$ cat src/rtl/branch_predictor.sv
// branch_predictor: direct-mapped BTB with 2-bit saturating counters, ID-stage
// mispredict detection, PC redirect and branch/mispredict statistics.
`timescale 1ns/1ps
module branch_predictor #(
    parameter int INDEX_BITS = 4
) (
    input  logic        clk,
    input  logic        rst,
    input  logic        if_valid,
    input  logic [31:0] if_pc,
    output logic        pred_taken,
    output logic [31:0] pred_target,
    input  logic        id_valid,
    input  logic [31:0] id_pc,
    input  logic        id_pred_taken,
    input  logic [31:0] id_pred_target,
    input  logic        id_branch,
    input  logic [31:0] id_target,
    output logic        redirect,
    output logic [31:0] redirect_pc,
    output logic [31:0] branch_cnt,
    output logic [31:0] mispred_cnt
);
    localparam int ENTRIES  = 1 << INDEX_BITS;
    localparam int TAG_BITS = 32 - INDEX_BITS - 2;
    logic [ENTRIES-1:0]    valid;
    logic [TAG_BITS-1:0]   tag    [ENTRIES];
    logic [31:0]           target [ENTRIES];
    logic [1:0]            ctr    [ENTRIES];
    logic [INDEX_BITS-1:0] if_idx, id_idx;
    logic                  if_hit, id_hit, mispredict;
    always_comb begin
        if_idx      = if_pc[INDEX_BITS+1:2];
        id_idx      = id_pc[INDEX_BITS+1:2];
        if_hit      = if_valid & valid[if_idx] & (tag[if_idx] == if_pc[31:INDEX_BITS+2]);
        id_hit      = valid[id_idx] & (tag[id_idx] == id_pc[31:INDEX_BITS+2]);
        pred_taken  = if_hit & ctr[if_idx][1];
        pred_target = pred_taken ? target[if_idx] : if_pc + 32'd4;
        mispredict  = id_valid & ((id_branch != id_pred_taken) |
                      (id_branch & id_pred_taken & (id_pred_target != id_target)));
        redirect    = mispredict;
        redirect_pc = id_branch ? id_target : id_pc + 32'd4;
    end
    // Prediction reads the registered tables, so a same-cycle update is seen next cycle.
    always_ff @(posedge clk or posedge rst) begin
        if (rst) begin
            valid       <= '0;
            branch_cnt  <= '0;
            mispred_cnt <= '0;
            for (int i = 0; i < ENTRIES; i++) begin
                tag[i]    <= '0;
                target[i] <= '0;
                ctr[i]    <= 2'b01;
            end
        end else if (id_valid) begin
            branch_cnt  <= branch_cnt + 32'd1;
            mispred_cnt <= mispred_cnt + {31'd0, mispredict};
            if (id_hit) begin
                ctr[id_idx] <= id_branch ? ((ctr[id_idx] == 2'b11) ? 2'b11 : ctr[id_idx] + 2'd1)
                                         : ((ctr[id_idx] == 2'b00) ? 2'b00 : ctr[id_idx] - 2'd1);
                if (id_branch) target[id_idx] <= id_target;
            end else if (id_branch) begin
                valid[id_idx]  <= 1'b1;
                tag[id_idx]    <= id_pc[31:INDEX_BITS+2];
                target[id_idx] <= id_target;
                ctr[id_idx]    <= 2'b10;
            end
        end
    end
endmodule

$ cat config.mk
export PLATFORM = sky130hd
export DESIGN_NAME = branch_predictor
export DESIGN_NICKNAME = d
export VERILOG_FILES = /design/src/rtl/branch_predictor.sv
export SDC_FILE = /design/constraint.sdc
export NUM_CORES = 2
export LEC_CHECK = 0
export CORE_ASPECT_RATIO = 1.4
export CORE_MARGIN = 2
export CORE_UTILIZATION = 50
export DETAILED_ROUTE_END_ITERATION = 6
export PLACE_DENSITY = 0.69
export REMOVE_ABC_BUFFERS = 1
export SLEW_MARGIN = 15
export SYNTH_ARGS = -nofsm -noshare
export SYNTH_HDL_FRONTEND = slang
export SYNTH_SLANG_ARGS = --single-unit
$ cat constraint.sdc
create_clock -name clk -period 41.6 [get_ports clk]
set_input_delay 8.32 -clock clk [delete_from_list [all_inputs] [get_ports clk]]
set_output_delay 8.32 -clock clk [all_outputs]
set_load 0.01 [all_outputs]
# Word-level counts from Yosys, hierarchy flattened
# Cells that the tools add are included.
# word_totals
reg_bits,1040
wordCells,127
output_inout_bits,130
input_bits,134
# classes
order_cmp,6
n_eq_ne,5
n_reduce_logical,7
addsub,6
mux,37
n_bitwise,15
# op_table
op,n
$bwmux 512,1
$bwmux 416,1
$mux 32,7
$bmux 26 s4,2
$mux 26,5
$bmux 32 s4,1
$demux 32 s4,1
$demux 26 s4,1
$add 32x3->32 const B,2
$eq 26x26->1,2
$add 32x1->32,1
$add 32x1->32 const B,1
$bwmux 32,1
$ne 32x32->1,1
$or 16x16->16,2
$and 16x16->16,1
$bmux 2 s4,2
$mux 2,8
$not 16->16,1
$ge 5x5->1 const B,2
$lt 4x5->1 const B,2
$not 4->5,2
$bmux 1 s4,2
$demux 2 s4,1
16 further kinds,26

# Longest topological paths before layout
# logic_depth
depth_word,9
depth_mapped,16
ltp_nobuf,15

# Worst setup path before layout
# No wires, ideal clock.
# synth_path
path_kind,input port to output port
startpoint,input port if_pc[2]
endpoint,output port pred_target[20]
path_buffers,7
t_arrival_ps,11721
stages,10
required_ps,33280
path_slack_ps,21559
cell_sequence,buf_2 buf_2 buf_2 buf_2 buf_2 buf_2 buf_1 mux4_2 mux4_2 mux2_2
# synth_between
elab_chain_len,8
elab_cells_between_ends,18
classes_between,add/sub: 1; eq/ne: 1; mux: 12; bitwise: 4
# synth_rtl
element,line,source
"start, declared",10,"input logic [31:0] if_pc,"
$not 4->5 (implied by the code),"35, 37, 38",
$bmux 26 s4,35,if_hit = if_valid & valid[if_idx] & (tag[if_idx] == if_pc[31:INDEX_BITS+2]);
$mux 26 (implied by the code) (2 in series),35,
$eq 26x26->1,35,
$and 1x1->1,35,
$and 1x1->1,37,pred_taken = if_hit & ctr[if_idx][1];
$mux 32 (*),38,pred_target = pred_taken ? target[if_idx] : if_pc + 32'd4;
"end, declared",12,"output logic [31:0] pred_target,"
# Every way passes the cells marked *; elsewhere a longest branch is shown, timed or not. The select of a mux whose other input is x is not followed.

# Worst setup path in the final report
# layout_path
startpoint,input port if_pc[2]
endpoint,output port pred_taken
# layout_between
elab_chain_len,7
elab_cells_between_ends,13
classes_between,eq/ne: 1; mux: 8; bitwise: 4
# layout_rtl
element,line,source
$not 4->5 (implied by the code),"35, 37",
$bmux 26 s4,35,
$mux 26 (implied by the code) (2 in series),35,
$eq 26x26->1,35,
$and 1x1->1,35,
$and 1x1->1 (*),37,
"end, declared",11,"output logic pred_taken,"
# Marked as above.

==> flow_summary_export.csv <==
group,metric,value,unit
status,status,"complete, no violations",
finish,area_growth,14.29,%
cts,ctsHoldBuffers,0,
grt,grt_max_degree,172,
critical_path,crit_type,"primary input to primary output",
placement,hpwl,99330,um
critical_path,timing.critical_path.cells,"buf_8 -> buf_4 -> buf_4 -> mux4_2 -> nor2b_1 -> a211oi_1 -> a21oi_1 -> xor2_1 -> or4_1 -> or4b_2 -> nor4_1 -> clkdlybuf4s50_1",
cts,post-cts-setup-buffers,0,
yosys,ys_ff_latch,1040,
timing,fin_crit,22.52,ns
die,ios,264,
yosys,synth_area_per_cell,14.55,um^2
yosys,synth_warnings,0,
grt,overflow,0,
yosys,synth_compound_area_frac,0.02412,
power_and_ir_drop,peakVddDrop,0.03555,mV
timing,worstMarginPinSlew,1.092,ns
timing,clock_skew,0.05317,ns
yosys,synth_cells,3644,
grt,grt_pass1_vias,34760,
timing,period_share,0.5414,
die,rows,141,
finish,nFillCells,8277,
finish,layout_common_cells,"dfrtp_1, mux2_2, mux4_2",
die,die_area,108700,um^2
cts,clockBufferDepth,3,
placement,io_buffers,263,
timing,worst_slack,19.08,ns
critical_path,crit_path_end_kind,"primary output",
placement,pre_cts_ws,19.06,ns
yosys,ys_types,61,
finish,drive_gt1_frac,0.4484,
yosys,synthFlopType,"dfrtp_1",
routing,first_pass_iters,5,
cts,cts_buffers,101,
critical_path,start_kind,"primary input",
yosys,synth_top_family_by_area,"multiplexers",
die,die_h,389.3,um
critical_path,crit_fanout,56,
cts,clk_pin_slew_worst_paths,0.06,ns
yosys,synth-xor-area-share,0.03321,
cts,clkLatencyLatePin,0.73,ns
grt,grt_pass1_wl,233700,um
timing,hold_violations,0,
routing,drc,0,
yosys,async_reset_ff_frac,1.000,
finish,final_cells,5234,
routing,wl_per_cell,30.11,um
routing,drt_iter0_drc,2982,
timing,rsz0062_at_grt,"no",
die,die_x,279.2,um
cts,root_buffer,"clkbuf_16",
power_and_ir_drop,power_density,47.52,nW/um^2
critical_path,max_stage_delay,0.73,ns
yosys,yosys.area_share.simple,0.03901,
power_and_ir_drop,p_leak,26.12,nW
hold_path,hold_path.class,"register to register",
grt,grt_usage,0.2929,
timing,max_freq,44.40,MHz
yosys,synth-edff-count,0,
placement,routabilityCongestion,0.9197,
critical_path,required,33.28,ns
timing,report.final.slew_viol_count,0,
routing,vias,33480,
timing,finalHoldWorstSlack,0.4733,ns
routing,ant_nets,0,
finish,num-nets-final,3924,
routing,drt-total-wl,157600,um
cts,cts.sinks,1040,
power_and_ir_drop,power,0.002879,W
finish,layout_commonest_cell,"dfrtp_1",
cts,cts_resized,0,
yosys,synth.mux.area_fraction,0.3804,
yosys,ys_seq_area_frac,0.4913,
job,max_cap_violations,0,
grt,antenna_found_initial,9,
yosys,synth_area,53020,um^2
critical_path,crit_slowest_cell,"buf_4",
critical_path,crit_top_cell,"buf_4",
cts,cts_tree,"built",
die,start_util,0.5034,
critical_path,crit_arrival,14.20,ns
yosys,synth_fa_ha_area_frac,0.002502,
cts,htreeDepth,3,
placement,dp_cells,5036,
routing,vias_per_cell,6.397,
timing,setup_tns,0,ns
timing,setup_violations,0,
die,coreArea,105300,um^2
timing,relSlewSlack,0.2624,
[final timing paths]
kind                            startpoint              end  slack [ns]  cells after the start
max                               if_pc[2]       pred_taken       19.08                     12
min                        mispred_cnt[31]  mispred_cnt[31]        0.47                      1
max reg2reg                       tag[321]         tag[113]       36.82                     11
min reg2reg                mispred_cnt[31]  mispred_cnt[31]        0.47                      1
max in group asynchronous              rst           tag[3]       30.24                      5
min in group asynchronous              rst   branch_cnt[29]        8.21                      2
[metal layers]
| layer | up-vias | share of wire | track usage |
|---|---|---|---|
| met5 | - | 0.00023 | 0 |
| met4 | 8 | 0.047 | 0.1398 |
| met1 | 18000 | 0.39 | 0.3815 |
| li1 | 13880 | - | - |
| met2 | 1278 | 0.49 | 0.4772 |
| met3 | 320 | 0.071 | 0.05223 |
[layout make-up]
| class | instances | area (um^2) | area share |
|---|---|---|---|
| antenna | 7 | 17.52 | 0.0002891 |
| clock buffer | 137 | 2894 | 0.04776 |
| clock inverter | 54 | 764.5 | 0.01262 |
| inverter | 36 | 142.6 | 0.002354 |
| multi-input combinational | 2228 | 25540 | 0.4216 |
| sequential | 1040 | 26050 | 0.4299 |
| tap | 1358 | 1699 | 0.02804 |
| timing repair buffer | 374 | 3485 | 0.05751 |
[through the flow]
stage          area, um^2  utilization
3_3_place_gp        56910       0.5404
4_1_cts             60570       0.5751
6_report            60590       0.5753
5_1_grt             60580       0.5751
3_5_place_dp        56910       0.5404
2_1_floorplan       51590            -
[synth_stat cells (6+ instances only)]
library cell | number | area [um^2]
a2bb2oi_1 | 15 | 131.4
xor2_1 | 53 | 464.2
nor2_2 | 14 | 87.58
buf_1 | 43 | 161.4
mux4_2 | 368 | 8288
ha_1 | 9 | 112.6
buf_4 | 12 | 90.09
nor2_1 | 40 | 150.1
or2_2 | 18 | 112.6
buf_2 | 80 | 400.4
mux2i_1 | 64 | 640.6
nand3_1 | 59 | 295.3
a211oi_1 | 12 | 90.09
inv_1 | 34 | 127.6
a21oi_1 | 13 | 65.06
o22ai_1 | 17 | 106.4
a22o_1 | 21 | 183.9
a22oi_1 | 14 | 105.1
dfrtp_1 | 1024 | 25620
a221oi_1 | 11 | 96.34
clkbuf_1 | 204 | 765.7
or4_1 | 6 | 45.04
dfstp_2 | 16 | 420.4
nand4_1 | 42 | 262.8
nand2_1 | 119 | 446.7
mux2_2 | 996 | 11220
nor3_1 | 11 | 55.05
xnor2_1 | 148 | 1296
nor4_1 | 9 | 56.30
and3_1 | 46 | 287.8
o21ai_0 | 59 | 295.3
o211ai_1 | 7 | 52.55
nor2b_1 | 16 | 100.1
[cells by family (layout without fill, tap and decap cells)]
group	Yosys count	after routing
muxes	1430	1430
DFF	1040	1040
and+or+nand+nor	400	400
buffers and inverters	376	601
xor gates and xnor gates	201	201
AOI/OAI and AO/OA	186	186
adders and majority gates	11	11
other	0	7
[flip-flops by register name (all words and copies together), names as in the netlist]
| signal | cells |
|---|---|
| branch_cnt | 32 |
| ctr | 32 |
| mispred_cnt | 32 |
| tag | 416 |
| target | 512 |
| valid | 16 |
[worst max-delay path, delay by kind of cell]
family	cells	cell delay, ns
compound gates	2	0.42
buf+inv	4	2.56
mux	1	0.58
simple gates	4	1.90
xor+xnor	1	0.25
[where the power goes]
group | total (W) | internal (W) | switching, W
registers | 0.00132 | 0.00120 | 0.000118
logic | 0.000554 | 0.000330 | 0.000224
clock network | 0.00101 | 0.000591 | 0.000419
total | 0.00288 | 0.00212 | 0.000761
Note: power is estimated with default switching activity, not from simulation.
